### src/rtl/audio_pkg.sv
// Shared definitions for the I2S DAC streamer: FSM encoding, channel modes and underrun counter width.
package audio_pkg;

  typedef enum logic [1:0] {
    ST_IDLE       = 2'd0,
    ST_WAIT_FRAME = 2'd1,
    ST_SHIFT      = 2'd2,
    ST_PAD        = 2'd3
  } dac_state_e;

  localparam int UNDERRUN_CNT_W = 16;

  localparam int CH_MONO   = 1;
  localparam int CH_STEREO = 2;

endpackage

### src/rtl/audio_sample_fifo.sv
// Synchronous show-ahead frame FIFO; read data is valid the cycle after a push, pops take effect next edge.
// Pushes when full and pops when empty are dropped; level/full/empty come straight from registered state.
module audio_sample_fifo #(
  parameter int WIDTH = 32,
  parameter int DEPTH = 8
) (
  input  logic                     clk_i,
  input  logic                     rst_i,
  input  logic                     push_i,
  input  logic [WIDTH-1:0]         push_dat_i,
  input  logic                     pop_i,
  output logic [WIDTH-1:0]         pop_dat_o,
  output logic [$clog2(DEPTH):0]   level_o,
  output logic                     full_o,
  output logic                     empty_o
);

  localparam int AW = $clog2(DEPTH);
  localparam int LW = AW + 1;

  logic [WIDTH-1:0] mem_q [DEPTH];
  logic [AW-1:0]    wr_ptr_q;
  logic [AW-1:0]    rd_ptr_q;
  logic [LW-1:0]    level_q;
  logic             do_push;
  logic             do_pop;

  assign full_o    = (level_q == LW'(DEPTH));
  assign empty_o   = (level_q == '0);
  assign do_push   = push_i & ~full_o;
  assign do_pop    = pop_i & ~empty_o;
  assign level_o   = level_q;
  assign pop_dat_o = mem_q[rd_ptr_q];

  // DEPTH is a power of two, so the pointers wrap naturally.
  always_ff @(posedge clk_i) begin
    if (rst_i) begin
      wr_ptr_q <= '0;
      rd_ptr_q <= '0;
      level_q  <= '0;
    end else begin
      if (do_push) wr_ptr_q <= wr_ptr_q + AW'(1);
      if (do_pop)  rd_ptr_q <= rd_ptr_q + AW'(1);
      case ({do_push, do_pop})
        2'b10:   level_q <= level_q + LW'(1);
        2'b01:   level_q <= level_q - LW'(1);
        default: level_q <= level_q;
      endcase
    end
  end

  always_ff @(posedge clk_i) begin
    if (do_push) mem_q[wr_ptr_q] <= push_dat_i;
  end

endmodule

### src/rtl/audio_stream_dac.sv
// Buffers PCM frames and serialises them as I2S to a codec-mastered BCLK/LRCK; bits leave ~3 Clk after each BCLK fall.
// in_ready drops when the FIFO is full; AUD_UNDERRUN_CNT_EN adds a saturating underrun_cnt output.
module audio_stream_dac
  import audio_pkg::*;
#(
  parameter int SAMPLE_W = 16,
  parameter int NUM_CH   = 2,
  parameter int DEPTH    = 8
) (
  input  logic                        Clk,
  input  logic                        Reset,
  input  logic                        enable,
  input  logic [NUM_CH*SAMPLE_W-1:0]  in_data,
  input  logic                        in_valid,
  output logic                        in_ready,
  input  logic                        AUD_BCLK,
  input  logic                        AUD_DACLRCK,
  output logic                        AUD_DACDAT,
  output logic                        underrun,
  input  logic                        underrun_clr,
`ifdef AUD_UNDERRUN_CNT_EN
  output logic [UNDERRUN_CNT_W-1:0]   underrun_cnt,
`endif
  output logic [$clog2(DEPTH):0]      fifo_level,
  output logic                        frame_pop
);

  localparam int FW = NUM_CH * SAMPLE_W;
  localparam int CW = $clog2(SAMPLE_W + 1);

  logic [2:0]          bclk_sync_q;
  logic [2:0]          lrck_sync_q;
  logic                bclk_fall;
  logic                lrck_fall;
  logic                lrck_rise;

  dac_state_e          state_q, state_d;
  logic [SAMPLE_W-1:0] shreg_q, shreg_d;
  logic [SAMPLE_W-1:0] right_q, right_d;
  logic [CW-1:0]       cnt_q, cnt_d;
  logic                dat_q, dat_d;
  logic                frame_pop_q;
  logic                underrun_q;

  logic                frame_start;
  logic                fifo_pop;
  logic                underrun_set;
  logic [FW-1:0]       fifo_rd;
  logic                fifo_full;
  logic                fifo_empty;
  logic [SAMPLE_W-1:0] left_word;
  logic [SAMPLE_W-1:0] right_word;

  // Bits [1:0] are the two-flop synchroniser, bit [2] the delayed copy for edge detection.
  always_ff @(posedge Clk) begin
    if (Reset) begin
      bclk_sync_q <= '0;
      lrck_sync_q <= '0;
    end else begin
      bclk_sync_q <= {bclk_sync_q[1:0], AUD_BCLK};
      lrck_sync_q <= {lrck_sync_q[1:0], AUD_DACLRCK};
    end
  end

  assign bclk_fall = bclk_sync_q[2] & ~bclk_sync_q[1];
  assign lrck_fall = lrck_sync_q[2] & ~lrck_sync_q[1];
  assign lrck_rise = ~lrck_sync_q[2] & lrck_sync_q[1];

  audio_sample_fifo #(
    .WIDTH (FW),
    .DEPTH (DEPTH)
  ) u_fifo (
    .clk_i      (Clk),
    .rst_i      (Reset),
    .push_i     (in_valid & in_ready),
    .push_dat_i (in_data),
    .pop_i      (fifo_pop),
    .pop_dat_o  (fifo_rd),
    .level_o    (fifo_level),
    .full_o     (fifo_full),
    .empty_o    (fifo_empty)
  );

  assign in_ready   = ~fifo_full;
  assign left_word  = fifo_rd[FW-1 -: SAMPLE_W];
  assign right_word = (NUM_CH == CH_MONO) ? left_word : fifo_rd[SAMPLE_W-1:0];

  always_comb begin
    state_d      = state_q;
    shreg_d      = shreg_q;
    right_d      = right_q;
    cnt_d        = cnt_q;
    dat_d        = dat_q;
    frame_start  = 1'b0;
    fifo_pop     = 1'b0;
    underrun_set = 1'b0;

    case (state_q)
      ST_IDLE: begin
        dat_d = 1'b0;
        if (enable) state_d = ST_WAIT_FRAME;
      end
      ST_WAIT_FRAME: begin
        if (lrck_fall) frame_start = 1'b1;
      end
      ST_SHIFT, ST_PAD: begin
        // LRCK edges take priority: any unsent bits of the current word are dropped.
        if (lrck_fall) begin
          frame_start = 1'b1;
        end else if (lrck_rise) begin
          shreg_d = right_q;
          cnt_d   = '0;
          state_d = ST_SHIFT;
        end else if (bclk_fall) begin
          if (state_q == ST_SHIFT) begin
            dat_d   = shreg_q[SAMPLE_W-1];
            shreg_d = shreg_q << 1;
            cnt_d   = cnt_q + CW'(1);
            if (cnt_q == CW'(SAMPLE_W - 1)) state_d = ST_PAD;
          end else begin
            dat_d = 1'b0;
          end
        end
      end
      default: state_d = ST_IDLE;
    endcase

    if (frame_start) begin
      cnt_d   = '0;
      state_d = ST_SHIFT;
      if (fifo_empty) begin
        shreg_d      = '0;
        right_d      = '0;
        underrun_set = 1'b1;
      end else begin
        shreg_d  = left_word;
        right_d  = right_word;
        fifo_pop = 1'b1;
      end
    end

    if (!enable) begin
      state_d      = ST_IDLE;
      dat_d        = 1'b0;
      fifo_pop     = 1'b0;
      underrun_set = 1'b0;
    end
  end

  always_ff @(posedge Clk) begin
    if (Reset) begin
      state_q     <= ST_IDLE;
      shreg_q     <= '0;
      right_q     <= '0;
      cnt_q       <= '0;
      dat_q       <= 1'b0;
      frame_pop_q <= 1'b0;
      underrun_q  <= 1'b0;
    end else begin
      state_q     <= state_d;
      shreg_q     <= shreg_d;
      right_q     <= right_d;
      cnt_q       <= cnt_d;
      dat_q       <= dat_d;
      frame_pop_q <= fifo_pop;
      underrun_q  <= underrun_set | (underrun_q & ~underrun_clr);
    end
  end

  assign AUD_DACDAT = dat_q;
  assign frame_pop  = frame_pop_q;
  assign underrun   = underrun_q;

`ifdef AUD_UNDERRUN_CNT_EN
  logic [UNDERRUN_CNT_W-1:0] ucnt_q, ucnt_d;

  always_comb begin
    ucnt_d = ucnt_q;
    if (underrun_set) begin
      if (underrun_clr)    ucnt_d = UNDERRUN_CNT_W'(1);
      else if (ucnt_q != '1) ucnt_d = ucnt_q + UNDERRUN_CNT_W'(1);
    end else if (underrun_clr) begin
      ucnt_d = '0;
    end
  end

  always_ff @(posedge Clk) begin
    if (Reset) ucnt_q <= '0;
    else       ucnt_q <= ucnt_d;
  end

  assign underrun_cnt = ucnt_q;
`endif

endmodule

### config.mk
export PLATFORM = sky130hd
export DESIGN_NAME = audio_stream_dac
export DESIGN_NICKNAME = d
export VERILOG_FILES = /design/src/rtl/audio_pkg.sv /design/src/rtl/audio_sample_fifo.sv /design/src/rtl/audio_stream_dac.sv
export SDC_FILE = /design/constraint.sdc
export NUM_CORES = 1
export LEC_CHECK = 0
export CORE_UTILIZATION = 40
export DETAILED_ROUTE_END_ITERATION = 10
export PLACE_DENSITY = 0.65
export SLEW_MARGIN = 20
export SYNTH_ARGS = -nofsm -noshare
export SYNTH_HDL_FRONTEND = slang
export SYNTH_SLANG_ARGS = --single-unit
### constraint.sdc
create_clock -name Clk -period 4.65 [get_ports Clk]
set_input_delay 0.6975 -clock Clk [delete_from_list [all_inputs] [get_ports Clk]]
set_output_delay 0.6975 -clock Clk [all_outputs]
set_load 0.01 [all_outputs]
==> flow_summary_export.csv <==
group,metric,value,unit
setup_path,worstSetupEndpointType,"flop",
cts,clk_pin_slew,50,ps
grt,grt_pass1_wl,38.2,mm
yosys,avgSynthCellArea,18.6,um2
timing,post-route-min-period,2820,ps
drt,drt-initial-drc-count,450,
finish,nFillCells,2497,
hold_path,whs_path_depth,1,
timing,rsz0062_at_grt,"false",
yosys,ys_types,44,
grt,grt_pass1_vias,6536,
hold_path,hold_class,"reg2reg",
yosys,synth_mux_area_share,16.4,%
yosys,synth_top_area_share,62.4,%
floorplanning,start_util,41.1,%
drt,post-route-drc-count,0,
yosys,synthTopCellsByCount,"edfxtp_1, dfxtp_1, mux4_2, mux2_2, nor2_1",
yosys,synthTopCellsByArea,"edfxtp_1, mux4_2, dfxtp_1",
power_and_ir_drop,leakage,4.60,nW
drt,wl,24.4,mm
yosys,synthXorXnorAreaFrac,0.569,%
power_and_ir_drop,powerDensity,415,mW/mm2
power_and_ir_drop,comb_power_share,3.8,%
drt,wire_per_inst,21.5,um
cts,cts.sinks,317,
yosys,synth-seq-cells,317,
power_and_ir_drop,ir_drop,0.218,mV
yosys,synthFlopType,"edfxtp_1",
yosys,synth_top_family_by_area,"multiplexers",
cts,htree_levels,2,
drt,route.vias.total,6235,
power_and_ir_drop,switchingPower,1.20,mW
setup_path,r2r.worst_path.cells,10,
setup_path,cp.depth,10,
floorplanning,ios,47,
yosys,syn_area,0.0123,mm2
yosys,synth_edf_count,256,
floorplanning,dieArea,0.0315,mm2
cts,holdBufCountCts,0,
yosys,synthCells,661,
setup_path,cp_num_buf_inv,1,
timing,final.setup_skew,21.2,ps
grt,grt_max_degree,49,
finish,nets,768,
cts,postCtsSetupRepairBufs,0,
timing,tightest_slew,1020,ps
setup_path,cp_slowest_cell,"nor4_2",
drt,drtAntennaViolNets,0,
drt,first_pass_iters,5,
finish,antennaDiodeCount,0,
placed_design,place_hpwl,13.7,mm
setup_path,rr_endpoint,"u_fifo.level_o[2]",
placed_design,port_buffers,46,
placed_design,gp_routability_congestion,0.785,
yosys,synth_fa_ha_area_share,0.711,%
cts,cts_resized,0,
floorplanning,core,0.0300,mm2
floorplanning,dieHeight,177,um
grt,gr-usage-all-layers,16.1,%
yosys,yosys.cell_count.top_type,"edfxtp_1",
setup_path,path_cells,"nor4_2 -> nand4b_1 -> inv_1 -> ha_1 -> xor2_1 -> ha_1 -> a21oi_1 -> xor2_1 -> or3_1 -> a21oi_1",
yosys,synthSimpleGateAreaFrac,4.54,%
yosys,syn_nets,707,
power_and_ir_drop,switching_share,20.2,%
cts,cts_tree,"yes",
drt,post_drt_via_cell_ratio,5.49,
setup_path,cp_max_fo,7,
timing,slew_violations,0,
power_and_ir_drop,pwr-share-seq,53.2,%
power_and_ir_drop,total_power,5.93,mW
setup_path,critical-path-top-delay-family,"simple AND/OR/NAND/NOR gates",
power_and_ir_drop,internal_power,4.73,mW
yosys,async_flop_share,0,%
cts,cts-root-buf,"clkbuf_16",
timing,fin_crit_sh,60.6,%
grt,overflow,0,
status,status,"finished, final reports clean",
setup_path,crit_type,"reg2reg",
cts,cts_made_buffers,34,
grt,antenna_found_initial,0,
flow_run,maxCapViolCount,0,
finish,drive_above_1_share,24.3,%
timing,setup_tns,0,ps
cts,clk_path_buf_depth,3,
setup_path,cp_slowest_stage_delay,560,ps
setup_path,cp-start-kind,"flop",
timing,fmaxAchievable,355,MHz
hold_path,min_to,"bclk_sync_q[1]",
cts,insertion_delay,510,ps
yosys,synth-compound-area-share,3.65,%
yosys,ys_warn_count,0,
yosys,synth_area_leader_cell,"edfxtp_1",
timing,finalSetupViolCount,0,
finish,area_growth,16.1,%
yosys,seq_area_frac_synth,72.3,%
setup_path,required,5080,ps
hold_path,hp-start,"bclk_sync_q[0]",
floorplanning,die_x,177,um
floorplanning,rows,63,
timing,slew_headroom,31.9,%
setup_path,timing.rr.start,"u_fifo.level_o[0]",
timing,finalHoldViolCount,0,
setup_path,arrival,3240,ps
setup_path,r2r_slack,1830,ps
power_and_ir_drop,clkPwrFrac,43.0,%
[per-stage QoR]
stage | worst slack [ps] | hold slack [ps] | utilization (%) | cells | instance area, um2
floorplan | 18.7 | 414 | - | 661 | 12300
global placement | 1690 | 441 | 44.2 | 1076 | 13200
detailed placement | 1620 | 438 | 44.2 | 1076 | 13200
CTS | 1830 | 455 | 47.7 | 1136 | 14300
global route | 1630 | 482 | 47.7 | 1136 | 14300
finish | 1830 | 450 | 47.7 | 1136 | 14300
[cell families (layout without fill, tap and decap cells)]
group	after synthesis	after routing
mux	114	114
fa+ha+maj	7	7
compound gates	65	65
simple gates	110	110
buf+inv	40	125
flops	317	317
xor+xnor	8	8
[cells in the final DEF, fill, tap and decap left out, types with 2 or more instances in the layout]
cell type | synthesis | routed
mux4_1 | 6 | 6
nand3_1 | 4 | 4
nor3_2 | 0 | 4
clkdlybuf4s50_1 | 0 | 46
nand4b_1 | 2 | 2
edfxtp_1 | 256 | 256
bufinv_16 | 0 | 2
clkbuf_16 | 0 | 35
xor2_1 | 8 | 8
ha_1 | 7 | 7
nor2_4 | 0 | 3
inv_1 | 5 | 5
dfxtp_1 | 61 | 59
or3_1 | 2 | 2
nor2_1 | 37 | 33
and3_1 | 4 | 4
clkinv_1 | 0 | 4
nor2b_1 | 11 | 11
nand2_1 | 23 | 23
clkinv_2 | 0 | 8
a31oi_1 | 2 | 2
nand4_1 | 3 | 3
clkbuf_1 | 17 | 9
clkinv_8 | 0 | 2
mux2_2 | 48 | 48
a211o_1 | 2 | 2
a22o_1 | 16 | 16
a21oi_1 | 5 | 5
nand2b_1 | 6 | 6
o21ai_0 | 16 | 16
o31ai_1 | 16 | 16
o21ai_1 | 4 | 4
buf_4 | 3 | 14
a32oi_1 | 3 | 3
mux2i_1 | 2 | 2
nor4_2 | 2 | 2
nor4bb_1 | 2 | 2
mux4_2 | 58 | 58
nor3_1 | 7 | 3
[worst register-to-register path, cell delays in order (launching register included)]
cell	delay [ps]
dfxtp_1	380
nor4_2	570
nand4b_1	300
inv_1	100
ha_1	260
xor2_1	170
ha_1	200
a21oi_1	140
xor2_1	100
or3_1	350
a21oi_1	180
[state kept, by name, summed over array words and instances (netlist names), named ones only]
register	cells
lrck_sync_q	3
cnt_q	5
state_q	2
frame_pop	1
shreg_q	16
u_fifo.wr_ptr_q	3
bclk_sync_q	3
right_q	16
underrun	1
u_fifo.mem_q	256
u_fifo.rd_ptr_q	3
u_fifo.level_o	4
AUD_DACDAT	1
[how the worst max path moves through the flow]
stage	slack [ps]	start	end
after detailed placement	1620	enable	u_fifo.level_o[2]
after global routing	1630	u_fifo.level_o[0]	u_fifo.level_o[2]
after global placement	1690	enable	u_fifo.level_o[2]
after floorplan	20	u_fifo.level_o[1]	u_fifo.mem_q[0][0]
final	1830	u_fifo.level_o[0]	u_fifo.level_o[2]
after CTS	1830	u_fifo.level_o[1]	in_ready
[power groups by stage]
stage	Clock [mW]	Combinational, mW	Sequential [mW]
final	2.55	0.224	3.15
after detailed placement	0	0.228	3.21
after global placement	0	0.217	3.21
after global routing	2.74	0.243	3.16
after floorplan	0	0.112	3.21
after CTS	2.61	0.229	3.15
[area by class of cell]
cell class	count	area (um2)	area share [%]
inverters	5	18.8	0.131
well taps	390	488	3.41
clock inverters	16	148	1.03
multi-input cells	304	3250	22.7
clock buffers	44	910	6.36
flip-flops and latches	317	8910	62.4
repair buffers	60	566	3.96
[layer usage]
metal / GRT usage, % / part of all wire (%)
met5: 0 / 0
met1: 21.7 / 43
met3: 2.93 / 4.6
met4: 4.45 / 1.7
met2: 26.9 / 51
No activity file was read; power rests on OpenSTA's default activity.
